File: src/rtl/npc_pkg.sv
// Shared types and constants for the instruction fetch path.
package npc_pkg;

    typedef enum logic [2:0] {
        ST_IDLE  = 3'd0,
        ST_AR    = 3'd1,
        ST_R     = 3'd2,
        ST_HOLD  = 3'd3,
        ST_DRAIN = 3'd4
    } fetch_state_e;

    typedef enum logic [1:0] {
        FC_NONE     = 2'd0,
        FC_MISALIGN = 2'd1,
        FC_BUSERR   = 2'd2,
        FC_TIMEOUT  = 2'd3
    } fault_code_e;

    localparam logic [1:0]  AXI_RESP_OKAY    = 2'b00;
    // ecall encoding, so a substituted fault word traps in decode
    localparam logic [31:0] ERR_INST_DEFAULT = 32'h0000_0073;

endpackage

File: src/rtl/ifu_axi_fetch.sv
// Single-outstanding AXI4-Lite instruction fetch: PC in, instruction (or fault
// substitute) held toward decode until accepted.
module ifu_axi_fetch
    import npc_pkg::*;
#(
    parameter int              ADDR_W   = 32,
    parameter int              DATA_W   = 32,
    parameter int              TIMEOUT  = 255,
    parameter logic [DATA_W-1:0] ERR_INST = ERR_INST_DEFAULT
) (
    input  logic              clk,
    input  logic              rst,
    input  logic [ADDR_W-1:0] pc,
    input  logic              s_valid,
    output logic              s_ready,
    output logic [DATA_W-1:0] inst,
    output logic [ADDR_W-1:0] inst_pc,
    output logic              fault,
    output logic [1:0]        fault_code,
    output logic              m_valid,
    input  logic              m_ready,
    output logic [ADDR_W-1:0] araddr,
    output logic              arvalid,
    input  logic              arready,
    input  logic [DATA_W-1:0] rdata,
    input  logic [1:0]        rresp,
    input  logic              rvalid,
    output logic              rready
);

    localparam logic [7:0] TO_LIM = 8'(TIMEOUT);
    localparam bit         TO_EN  = (TIMEOUT != 0);

    fetch_state_e      state_reg, state_next;
    logic [DATA_W-1:0] inst_reg, inst_next;
    logic [ADDR_W-1:0] inst_pc_reg, inst_pc_next;
    logic [ADDR_W-1:0] araddr_reg, araddr_next;
    fault_code_e       code_reg, code_next;
    logic              fault_reg, fault_next;
    logic              m_valid_reg, m_valid_next;
    logic              arvalid_reg, arvalid_next;
    logic              rready_reg, rready_next;
    logic [7:0]        wait_reg, wait_next;
    logic              ar_to_reg, ar_to_next;
    logic              to_hit;

    assign to_hit = TO_EN && (wait_reg == TO_LIM);

    always_ff @(posedge clk or negedge rst) begin
        if (!rst) begin
            state_reg   <= ST_IDLE;
            inst_reg    <= '0;
            inst_pc_reg <= '0;
            araddr_reg  <= '0;
            code_reg    <= FC_NONE;
            fault_reg   <= 1'b0;
            m_valid_reg <= 1'b0;
            arvalid_reg <= 1'b0;
            rready_reg  <= 1'b0;
            wait_reg    <= '0;
            ar_to_reg   <= 1'b0;
        end else begin
            state_reg   <= state_next;
            inst_reg    <= inst_next;
            inst_pc_reg <= inst_pc_next;
            araddr_reg  <= araddr_next;
            code_reg    <= code_next;
            fault_reg   <= fault_next;
            m_valid_reg <= m_valid_next;
            arvalid_reg <= arvalid_next;
            rready_reg  <= rready_next;
            wait_reg    <= wait_next;
            ar_to_reg   <= ar_to_next;
        end
    end

    always_comb begin
        state_next   = state_reg;
        inst_next    = inst_reg;
        inst_pc_next = inst_pc_reg;
        araddr_next  = araddr_reg;
        code_next    = code_reg;
        fault_next   = fault_reg;
        m_valid_next = m_valid_reg;
        arvalid_next = arvalid_reg;
        rready_next  = rready_reg;
        ar_to_next   = ar_to_reg;
        // Saturating wait counter; states that do not wait simply ignore it.
        wait_next    = (wait_reg == 8'hFF) ? wait_reg : wait_reg + 8'd1;

        unique case (state_reg)
            ST_IDLE: begin
                if (s_valid) begin
                    inst_pc_next = pc;
                    if (pc[1:0] != 2'b00) begin
                        inst_next    = ERR_INST;
                        fault_next   = 1'b1;
                        code_next    = FC_MISALIGN;
                        m_valid_next = 1'b1;
                        state_next   = ST_HOLD;
                    end else begin
                        araddr_next  = pc;
                        arvalid_next = 1'b1;
                        wait_next    = '0;
                        ar_to_next   = 1'b0;
                        state_next   = ST_AR;
                    end
                end
            end
            ST_AR: begin
                if (to_hit) ar_to_next = 1'b1;
                if (arready) begin
                    arvalid_next = 1'b0;
                    rready_next  = 1'b1;
                    wait_next    = '0;
                    // A timed-out address phase still owes the slave one R beat.
                    state_next   = (ar_to_reg || to_hit) ? ST_DRAIN : ST_R;
                end
            end
            ST_R: begin
                if (rvalid) begin
                    rready_next  = 1'b0;
                    m_valid_next = 1'b1;
                    state_next   = ST_HOLD;
                    if (rresp != AXI_RESP_OKAY) begin
                        inst_next  = ERR_INST;
                        fault_next = 1'b1;
                        code_next  = FC_BUSERR;
                    end else begin
                        inst_next  = rdata;
                        fault_next = 1'b0;
                        code_next  = FC_NONE;
                    end
                end else if (to_hit) begin
                    rready_next  = 1'b0;
                    inst_next    = ERR_INST;
                    fault_next   = 1'b1;
                    code_next    = FC_TIMEOUT;
                    m_valid_next = 1'b1;
                    state_next   = ST_HOLD;
                end
            end
            ST_DRAIN: begin
                if (rvalid) begin
                    rready_next  = 1'b0;
                    inst_next    = ERR_INST;
                    fault_next   = 1'b1;
                    code_next    = FC_TIMEOUT;
                    m_valid_next = 1'b1;
                    state_next   = ST_HOLD;
                end
            end
            ST_HOLD: begin
                if (m_ready) begin
                    m_valid_next = 1'b0;
                    state_next   = ST_IDLE;
                end
            end
            default: state_next = ST_IDLE;
        endcase
    end

    assign s_ready    = (state_reg == ST_IDLE);
    assign inst       = inst_reg;
    assign inst_pc    = inst_pc_reg;
    assign fault      = fault_reg;
    assign fault_code = code_reg;
    assign m_valid    = m_valid_reg;
    assign araddr     = araddr_reg;
    assign arvalid    = arvalid_reg;
    assign rready     = rready_reg;

endmodule
File: config.mk
export PLATFORM = sky130hd
export DESIGN_NAME = ifu_axi_fetch
export DESIGN_NICKNAME = d
export VERILOG_FILES = /design/src/rtl/npc_pkg.sv /design/src/rtl/ifu_axi_fetch.sv
export SDC_FILE = /design/constraint.sdc
export NUM_CORES = 1
export LEC_CHECK = 0
export ABC_AREA = 1
export BUFFER_PORTS_ARGS = -buffer_cell sky130_fd_sc_hd__buf_2
export CAP_MARGIN = 5
export CELL_PAD_IN_SITES_DETAIL_PLACEMENT = 1
export CELL_PAD_IN_SITES_GLOBAL_PLACEMENT = 1
export CORE_MARGIN = 1
export CORE_UTILIZATION = 30
export DETAILED_ROUTE_END_ITERATION = 12
export GPL_ROUTABILITY_DRIVEN = 0
export HOLD_SLACK_MARGIN = 0.02
export PLACE_DENSITY_LB_ADDON = 0.1
export SETUP_SLACK_MARGIN = 0.2
export SLEW_MARGIN = 20
export SYNTH_ARGS = -nofsm -noshare
export SYNTH_HDL_FRONTEND = slang
export SYNTH_SLANG_ARGS = --single-unit
File: constraint.sdc
create_clock -name clk -period 2.1 [get_ports clk]
set_input_delay 0.105 -clock clk [delete_from_list [all_inputs] [get_ports clk]]
set_output_delay 0.105 -clock clk [all_outputs]
set_load 0.02 [all_outputs]
==> results.json <==
{
  "fin_skew_ns": 0.00624,
  "grt_max_degree": 63,
  "ys_seq_area_share_pct": 60.2,
  "slew_viol_final": 0,
  "maxCapViolCount": 0,
  "cts_tree": "built",
  "final_util_pct": 46.4,
  "grt_use_total_pct": 17.8,
  "grt_pass1_vias": 4484,
  "outcome": "finished clean",
  "synth.distinct_cells": 30,
  "syn_inst": 512,
  "async_flop_share_pct": 100,
  "antenna_cells": 0,
  "yosys-top-cells-count": "nand2_1, dfrtp_1, o21ai_0, inv_1, nor2_1",
  "initial_core_util_pct": 30.9,
  "antenna_found_initial": 0,
  "vias": 4230,
  "start_kind": "flip-flop",
  "cts_setup_buffers": 0,
  "core_area_mm2": 0.0153,
  "clk_pin_slew_ns": 0.05,
  "cts_hold_buf": 65,
  "grt_setup_unrepaired": "no",
  "grt_overflow": 0,
  "dp_hpwl_um": 9030,
  "p_leak_uw": 0.00396,
  "cp.required_ns": 2.40,
  "yosys_warnings": 0,
  "synth.area.top_cells": "dfrtp_1, nand2_1, o21ai_0",
  "slew_headroom_pct": 62.8,
  "syn_nets": 585,
  "yosysTopAreaCell": "dfrtp_1",
  "grt_first_pass_wirelength_um": 22300,
  "cts_resized": 0,
  "critPathSlowestCell": "dfrtp_1",
  "first_pass_iters": 4,
  "nets": 831,
  "synth_area_mm2": 0.00474,
  "hold_viol_final": 0,
  "setup_viol": 0,
  "cts_buffers": 17,
  "synth-seq-cells": 114,
  "power_density_mw_per_mm2": 1460,
  "critical_path_buf_inv_count": 1,
  "design_area_mm2": 0.00711,
  "fmax_mhz": 577,
  "worstSetupPathType": "reg -> reg",
  "clockBufferDepth": 2,
  "numClockSinks": 114,
  "worst_path_most_repeated_cell": "nand2_1",
  "io_pins": 175,
  "io_buffers": 174,
  "routedWlPerCell_um": 13.9,
  "yosys.cell_count.top_type": "nand2_1",
  "die_h_um": 128,
  "ys.flop_type": "dfrtp_1",
  "timing.final.crit_share_pct": 82.5,
  "drt_wl_total_um": 13600,
  "crit_arrival_ns": 2.03,
  "tns_ns": 0,
  "min_path_type": "in -> reg",
  "synth_edf_count": 0,
  "ant_nets": 0,
  "layout_min_cycle_time_ns": 1.73,
  "crit_fanout": 36,
  "syn_to_final_growth_pct": 50.1,
  "crit_chain": "ha_1, inv_1, nor2_1, nand3_1, nand2_4, nand2_8, nand2_1, nand2_1",
  "cts_root_buf": "clkbuf_16",
  "ir_worst_vdd_v": 0.000661,
  "drive_above_1_share_pct": 32.9,
  "die-area_mm2": 0.0163,
  "routed_via_density": 4.31,
  "synth_top_cell_area_share_pct": 60.2,
  "row_count": 45,
  "die_width_um": 128,
  "insertion_delay_ns": 0.41,
  "crit_family": "simple AND/OR/NAND/NOR gates",
  "drc": 0,
  "syn_area_per_cell_um2": 9.25,
  "h-tree-depth": 4,
  "power_uw": 10300,
  "drt_iter0_drc": 169,
  "crit_path_end_kind": "flip-flop",
  "placed_cell_area_mm2": 0.00583,
  "critical_path.max_stage_delay_ns": 0.39,
  "worst_pin_slew_ns": 0.558
}
-- worst reg2reg max path, delay by kind of cell, from the launching register on --
| family | cells | cell delay [ns] |
|---|---|---|
| flops | 1 | 0.39 |
| simple gates | 6 | 0.97 |
| fa+ha+maj | 1 | 0.21 |
| buf+inv | 1 | 0.05 |
-- metrics by stage --
step                hold WS [ns]  worst slack (ns)  instances
floorplan                 -0.191             0.661        512
global placement          0.0934             0.499        885
detailed placement        0.0919             0.409        885
CTS                       0.0441             0.399        981
global route              0.0720             0.242        981
finish                    0.0658             0.368        981
-- worst paths after layout --
check	start	endpoint	slack, ns	depth (start not counted)
worst max-delay path	wait_reg[0]	inst[8]	0.37	8
worst min-delay path	rvalid	state_reg[2]	0.07	4
worst max register to register	wait_reg[0]	inst[8]	0.37	8
worst min register to register	inst[31]	inst[31]	0.47	2
max in group asynchronous	rst	inst_pc[3]	1.27	3
min in group asynchronous	rst	state_reg[2]	0.19	2
-- power breakdown --
group	switching [µW]	internal (µW)	total (µW)
clock network	1000	2060	3070
logic	2510	1260	3780
registers	488	3010	3500
-- cell families (layout without fill, tap and decap cells) --
logic type,Yosys count,count (layout),synth area share [%]
adders and majority gates,1,1,0.264
xor gates and xnor gates,1,1,0.185
buffers and inverters,79,337,7.21
AOI/OAI and AO/OA,78,78,8.85
muxes,2,2,0.475
and+or+nand+nor,237,237,22.8
DFF,114,114,60.2
-- final cells by class --
| type | count | area, µm² |
|---|---|---|
| Clock buffer | 21 | 470 |
| Clock inverter | 10 | 156 |
| Fill cell | 1795 | 8210 |
| Inverter | 62 | 233 |
| Multi-Input combinational cell | 319 | 1550 |
| Sequential cell | 114 | 2850 |
| Tap cell | 211 | 264 |
| Timing Repair Buffer | 244 | 1590 |
-- per-layer routing --
| metal | vias to the layer above | share of wire [%] | track usage, % |
|---|---|---|---|
| met3 | 19 | 6.0 | 6.14 |
| met1 | 2019 | 43 | 21.4 |
| met4 | 0 | 1.9 | 7.20 |
| met5 | - | 0 | 0 |
| li1 | 2075 | - | - |
| met2 | 117 | 49 | 29.3 |
-- layout by cell type, fill, tap and decap left out, drive strengths merged --
cell	instances
o21bai	1
ha	1
or2	2
buf	179
nand3	11
bufinv	4
clkinvlp	1
nand4	4
mux2	2
clkbuf	21
and3	1
nand2	187
dfrtp	114
dlygate4sd3	65
nor2	27
o21ai	65
a21oi	12
inv	62
clkinv	5
nor3	4
and2	1
xnor2	1
No activity file was read; power rests on OpenSTA's default activity.
